## src/rtl/itr_ctrl_if.sv

```systemverilog
// I/O port bundle shared between core_fl and the interrupt controller:
// the core's output-write and input-read address/strobe pairs plus the ID readback.
interface itr_ctrl_if #(
    parameter int NBDATA = 23,
    parameter int NUIOIN = 8,
    parameter int NUIOOU = 8
);
    logic [$clog2(NUIOOU)-1:0] addr_out;
    logic                      out_en;
    logic [$clog2(NUIOIN)-1:0] addr_in;
    logic                      req_in;
    logic [NBDATA-1:0]         io_rdata;
    logic                      io_sel;

    modport master (
        output addr_out, out_en, addr_in, req_in,
        input  io_rdata, io_sel
    );

    modport slave (
        input  addr_out, out_en, addr_in, req_in,
        output io_rdata, io_sel
    );
endinterface

```

## src/rtl/itr_ctrl.sv

```systemverilog
// Edge-triggered interrupt controller for core_fl: synchronizes sources, latches
// pending edges, fires one itr pulse per service and waits for an EOI write.
module itr_ctrl #(
    parameter int NSRC   = 4,
    parameter int NBDATA = 23,
    parameter int NUIOIN = 8,
    parameter int NUIOOU = 8,
    parameter int IDADD  = 7,
    parameter int EOIADD = 5,
    parameter int ENADD  = 6,
    parameter int DISADD = 7
) (
    input  logic            clk,
    input  logic            rst,
    input  logic [NSRC-1:0] src_in,
    itr_ctrl_if.slave       bus,
    output logic            itr,
    output logic            busy
);
    localparam int IDW = $clog2(NSRC);
    localparam int AOW = $clog2(NUIOOU);
    localparam int AIW = $clog2(NUIOIN);
    localparam logic [AOW-1:0] EOI_A = AOW'(EOIADD);
    localparam logic [AOW-1:0] EN_A  = AOW'(ENADD);
    localparam logic [AOW-1:0] DIS_A = AOW'(DISADD);
    localparam logic [AIW-1:0] ID_A  = AIW'(IDADD);

    typedef enum logic [1:0] {
        S_IDLE,
        S_FIRE,
        S_SERV
    } state_t;

    state_t          r_state;
    state_t          w_state_next;
    logic            w_latch;

    logic [NSRC-1:0] r_sync1;
    logic [NSRC-1:0] r_sync2;
    logic [NSRC-1:0] r_dly;
    logic [NSRC-1:0] r_pending;
    logic [NSRC-1:0] w_rise;
    logic [NSRC-1:0] w_clr;
    logic [IDW-1:0]  r_id;
    logic [IDW-1:0]  w_pick;
    logic            r_enable;

    logic            w_eoi_wr;
    logic            w_en_wr;
    logic            w_dis_wr;

    assign w_eoi_wr = bus.out_en && (bus.addr_out == EOI_A);
    assign w_en_wr  = bus.out_en && (bus.addr_out == EN_A);
    assign w_dis_wr = bus.out_en && (bus.addr_out == DIS_A);

    // Two-flop synchronizer plus a delay stage; a rise is seen once per level.
    always_ff @(posedge clk or posedge rst) begin
        if (rst) begin
            r_sync1 <= '0;
            r_sync2 <= '0;
            r_dly   <= '0;
        end else begin
            r_sync1 <= src_in;
            r_sync2 <= r_sync1;
            r_dly   <= r_sync2;
        end
    end

    assign w_rise = r_sync2 & ~r_dly;
    assign w_clr  = (r_state == S_FIRE) ? (NSRC'(1) << r_id) : '0;

    // Lowest index wins.
    always_comb begin
        w_pick = '0;
        for (int i = NSRC - 1; i >= 0; i--) begin
            if (r_pending[i]) w_pick = IDW'(i);
        end
    end

    // A fresh edge beats the FIRE clear so the event is not lost.
    always_ff @(posedge clk or posedge rst) begin
        if (rst) begin
            r_pending <= '0;
            r_id      <= '0;
            r_enable  <= 1'b0;
        end else begin
            r_pending <= (r_pending & ~w_clr) | w_rise;
            if (w_latch) r_id <= w_pick;
            if (w_en_wr)       r_enable <= 1'b1;
            else if (w_dis_wr) r_enable <= 1'b0;
        end
    end

    always_ff @(posedge clk or posedge rst) begin
        if (rst) r_state <= S_IDLE;
        else     r_state <= w_state_next;
    end

    always_comb begin
        w_state_next = r_state;
        w_latch      = 1'b0;
        case (r_state)
            S_IDLE: begin
                if (r_enable && |r_pending) begin
                    w_state_next = S_FIRE;
                    w_latch      = 1'b1;
                end
            end
            S_FIRE: w_state_next = S_SERV;
            S_SERV: if (w_eoi_wr) w_state_next = S_IDLE;
            default: w_state_next = S_IDLE;
        endcase
    end

    assign itr  = (r_state == S_FIRE);
    assign busy = (r_state != S_IDLE);

    // Zero exponent with mantissa = id is the integer id in core float format.
    assign bus.io_rdata = NBDATA'(r_id);
    assign bus.io_sel   = bus.req_in && (bus.addr_in == ID_A);
endmodule
```

## src/flat_wrapper.sv

```systemverilog
// flat-port wrapper written by rule: the top's interface ports become plain ports
module itr_ctrl_flat 
#(
    parameter int NSRC   = 4,
    parameter int NBDATA = 23,
    parameter int NUIOIN = 8,
    parameter int NUIOOU = 8,
    parameter int IDADD  = 7,
    parameter int EOIADD = 5,
    parameter int ENADD  = 6,
    parameter int DISADD = 7
)
  (clk, rst, src_in, itr, busy, bus_addr_out, bus_out_en, bus_addr_in, bus_req_in, bus_io_rdata, bus_io_sel);
  itr_ctrl_if #(.NBDATA(NBDATA), .NUIOIN(NUIOIN), .NUIOOU(NUIOOU)) bus_i ();
  input  logic clk;
  input  logic rst;
  input  logic [NSRC-1:0] src_in;
  output logic itr;
  output logic busy;
  input wire logic [$bits(bus_i.addr_out)-1:0] bus_addr_out;
  input wire logic [$bits(bus_i.out_en)-1:0] bus_out_en;
  input wire logic [$bits(bus_i.addr_in)-1:0] bus_addr_in;
  input wire logic [$bits(bus_i.req_in)-1:0] bus_req_in;
  output wire logic [$bits(bus_i.io_rdata)-1:0] bus_io_rdata;
  output wire logic [$bits(bus_i.io_sel)-1:0] bus_io_sel;
  assign bus_i.addr_out = bus_addr_out;
  assign bus_i.out_en = bus_out_en;
  assign bus_i.addr_in = bus_addr_in;
  assign bus_i.req_in = bus_req_in;
  assign bus_io_rdata = bus_i.io_rdata;
  assign bus_io_sel = bus_i.io_sel;
  itr_ctrl #(.NSRC(NSRC), .NBDATA(NBDATA), .NUIOIN(NUIOIN), .NUIOOU(NUIOOU), .IDADD(IDADD), .EOIADD(EOIADD), .ENADD(ENADD), .DISADD(DISADD)) u_core (.clk(clk), .rst(rst), .src_in(src_in), .bus(bus_i), .itr(itr), .busy(busy));
endmodule
```

## config.mk

```make
export PLATFORM = sky130hd
export DESIGN_NAME = itr_ctrl_flat
export DESIGN_NICKNAME = d
export VERILOG_FILES = /design/src/rtl/itr_ctrl_if.sv /design/src/rtl/itr_ctrl.sv /design/src/flat_wrapper.sv
export SDC_FILE = /design/constraint.sdc
export NUM_CORES = 1
export LEC_CHECK = 0
export ABC_AREA = 0
export CAP_MARGIN = 5
export CELL_PAD_IN_SITES_DETAIL_PLACEMENT = 1
export CELL_PAD_IN_SITES_GLOBAL_PLACEMENT = 2
export CORE_ASPECT_RATIO = 1.2
export CORE_UTILIZATION = 25
export CTS_BUF_LIST = sky130_fd_sc_hd__clkbuf_4 sky130_fd_sc_hd__clkbuf_8
export DETAILED_ROUTE_END_ITERATION = 10
export PLACE_DENSITY_LB_ADDON = 0.1
export SETUP_SLACK_MARGIN = 0.3
export SYNTH_ARGS = -nofsm -noshare
export SYNTH_HDL_FRONTEND = slang
export SYNTH_SLANG_ARGS = --single-unit
```

## constraint.sdc

```tcl
create_clock -name clk -period 1.1 [get_ports clk]
set_clock_uncertainty 0.05 [all_clocks]
set_input_delay 0.22 -clock clk [delete_from_list [all_inputs] [get_ports clk]]
set_output_delay 0.22 -clock clk [all_outputs]
set_load 0.01 [all_outputs]
```

==> metrics.yaml <==
critical_path:
  slowest_stage: "dfrtp_1"
  regToRegSetupSlack_ns: -0.18
  crit_arrival_ns: 1.03
  timing.critical_path.buf_inv: 3
  crit_start: "u_core.r_state[0]"
  crit_path_cell_trace: "buf_4 -> nor2_4 -> inv_1 -> buf_2"
  slowest_delay_ns: 0.39
  crit_path_start_kind: "flip-flop"
  rr_worst_depth: 5
  cp_max_fo: 2
  critPathTopFamily: "flip-flops"
  cp_num_cells: 4
  critical_path_class: "flip-flop to output port"
  crit_path_end_kind: "output port"
  r2r-end: "u_core.r_id[1]"
  regToRegStartpoint: "u_core.r_state[0]"
  worst-endpoint-required_ns: 0.83
  cp-endpoint: "busy"
status:
  outcome: "complete, but fails checks"
  violations: "design-rule violations, negative setup slack"
finish:
  final_util: 0.374
  fin_nets: 128
  nFillCells: 387
  multiInputGateArea_um2: 335
  syn_to_final_growth_pct: 41.2
  final_cell_mix: "21 x conb_1, 21 x dfrtp_1, 9 x inv_1, 9 x buf_6"
  ff_latch_area_um2: 526
  antenna_cells: 0
  final_cells: 150
  drive_gt1_frac: 0.345
timing:
  slew_violations: 0
  finalWorstPathRequiredPeriod_ns: 1.30
  fmax_mhz: 767
  hold_viol_final: 0
  rsz0062_at_grt: "true"
  min_period_over_period: 1.18
  worst_slack_ns: -0.203
  setup_violations: 8
  setup_tns_ns: -1.03
grt:
  grt_pass1_vias: 599
  gr-total-overflow: 0
  grt_max_degree: 22
  grt_pass1_wl_um: 2750
  grtUsageTotal: 0.0975
  antenna_found_initial: 0
floorplan:
  die_h_um: 67.7
  pin_count: 40
  core_um2: 3400
  start_util: 0.265
  fp-row-count: 23
  dieArea_um2: 3840
  fp.dieW_um: 56.7
route:
  route.antenna.remaining_nets: 0
  first_pass_iters: 7
  initialDrtViolationCount: 18
  viasPerCell: 4.01
  wire_per_inst_um: 11.5
  num_vias: 602
  drc: 4
  routed_wl_um: 1730
synth:
  synth_top_cell_by_area: "dfrtp_1"
  synth-seq-cells: 21
  syn_area_per_cell_um2: 11.2
  synth_cells: 80
  synth.area.top_cells: "dfrtp_1 58%, buf_4 18%, inv_1 3.8%, o31ai_1 2.5%, o21ai_0 2.2%"
  synth_top_area_share: 0.585
  ys_warn_count: 0
  synth_cell_types: 21
  synth-seq-area-share: 0.585
  netlist_area_um2: 898
power_and_ir_drop:
  ir_drop_mv: 0.764
  leakage_nw: 0.622
  total_power_mw: 2.59
  p_per_area_nw_per_um2: 2040
clocking:
  cts_buffers: 3
  cts.reportedPaths.clkPinSlew_ns: 0.08
  clkSinkCount: 21
  htreeDepth: 1
  cts_tree: "yes"
  clk_path_buf_depth: 2
  root_buffer: "clkbuf_8"
  clk_latency_ns: 0.25
placement:
  place_hpwl_um: 1230
  io_buffers: 18
  gp_congestion: 0.785
  dp_cells: 141
min_path:
  hp-class: "input port to asynchronous set/reset pin"
job:
  cap_violations: 0
cell usage after synthesis, drive strengths merged:
master / count
a21oi: 2
a22o: 1
a2bb2oi: 1
and4: 1
buf: 21
conb: 1
dfrtp: 21
inv: 10
nand2: 3
nand2b: 1
nand3: 2
nand3b: 1
nand4b: 1
nor2: 2
nor3b: 1
nor4: 1
o21a: 1
o21ai: 6
o31ai: 3
sequential cells by signal, summed over array words and instances, names as in the netlist:
signal and flops:
u_core.r_dly 4, u_core.r_enable 1, u_core.r_id 2, u_core.r_pending 4
u_core.r_state 2, u_core.r_sync1 4, u_core.r_sync2 4
layout make-up:
class | instances | area share
Clock buffer | 3 | 0.0325
Sequential cell | 21 | 0.414
Inverter | 10 | 0.0316
Clock inverter | 1 | 0.00394
Timing Repair Buffer | 30 | 0.217
Multi-Input combinational cell | 48 | 0.264
Tap cell | 37 | 0.0365
stage by stage:
step | hold WS (ns) | area (µm²) | setup slack, ns
after detailed placement | 0.288 | 1110 | -0.572
final | 0.228 | 1270 | -0.203
after global routing | 0.251 | 1270 | -0.266
after global placement | 0.284 | 1110 | -0.545
after floorplan | 0.147 | 976 | 0.0686
after CTS | 0.229 | 1220 | -0.179
worst min-delay path, stage by stage:
cell	delay [ns]
clkdlybuf4s50_1	0.39
inv_1	0.09
buf_12	0.17
what timing repair did:
action / in CTS / in global routing
pin swaps: 9 / 4
setup endpoints to repair: 14 / 13
hold endpoints to repair: 0 / 0
resized for setup: 52 / 9
hold buffers: 0 / 0
setup buffers: 4 / 1
report_power, final:
group | internal (mW) | switching [mW] | total [mW]
registers | 0.911 | 0.148 | 1.06
clock network | 0.252 | 0.245 | 0.497
logic | 0.545 | 0.490 | 1.04
how the worst min path moves through the flow:
stage	start	end	slack, ns	depth (start not counted)
2_1_floorplan	rst	u_core.r_dly[0]	0.15	1
3_3_place_gp	u_core.r_sync1[1]	u_core.r_sync2[1]	0.28	0
3_5_place_dp	u_core.r_sync1[2]	u_core.r_sync2[2]	0.29	0
4_1_cts	rst	u_core.r_dly[0]	0.23	3
5_1_grt	rst	u_core.r_dly[0]	0.25	3
6_report	rst	u_core.r_pending[0]	0.23	3
cells by family after synthesis:
logic type             synth area share
buffers and inverters             0.217
DFF                               0.585
AOI/OAI and AO/OA                0.0975
and+or+nand+nor                  0.0961
other                           0.00417
layer usage:
metal,share of wire,vias to the layer above,track usage
li1,-,283,-
met1,0.38,300,0.112
met4,0.012,0,0.0594
met3,0.050,2,0.0249
met5,0,-,0
met2,0.56,17,0.164
No activity file was read; power rests on OpenSTA's default activity.
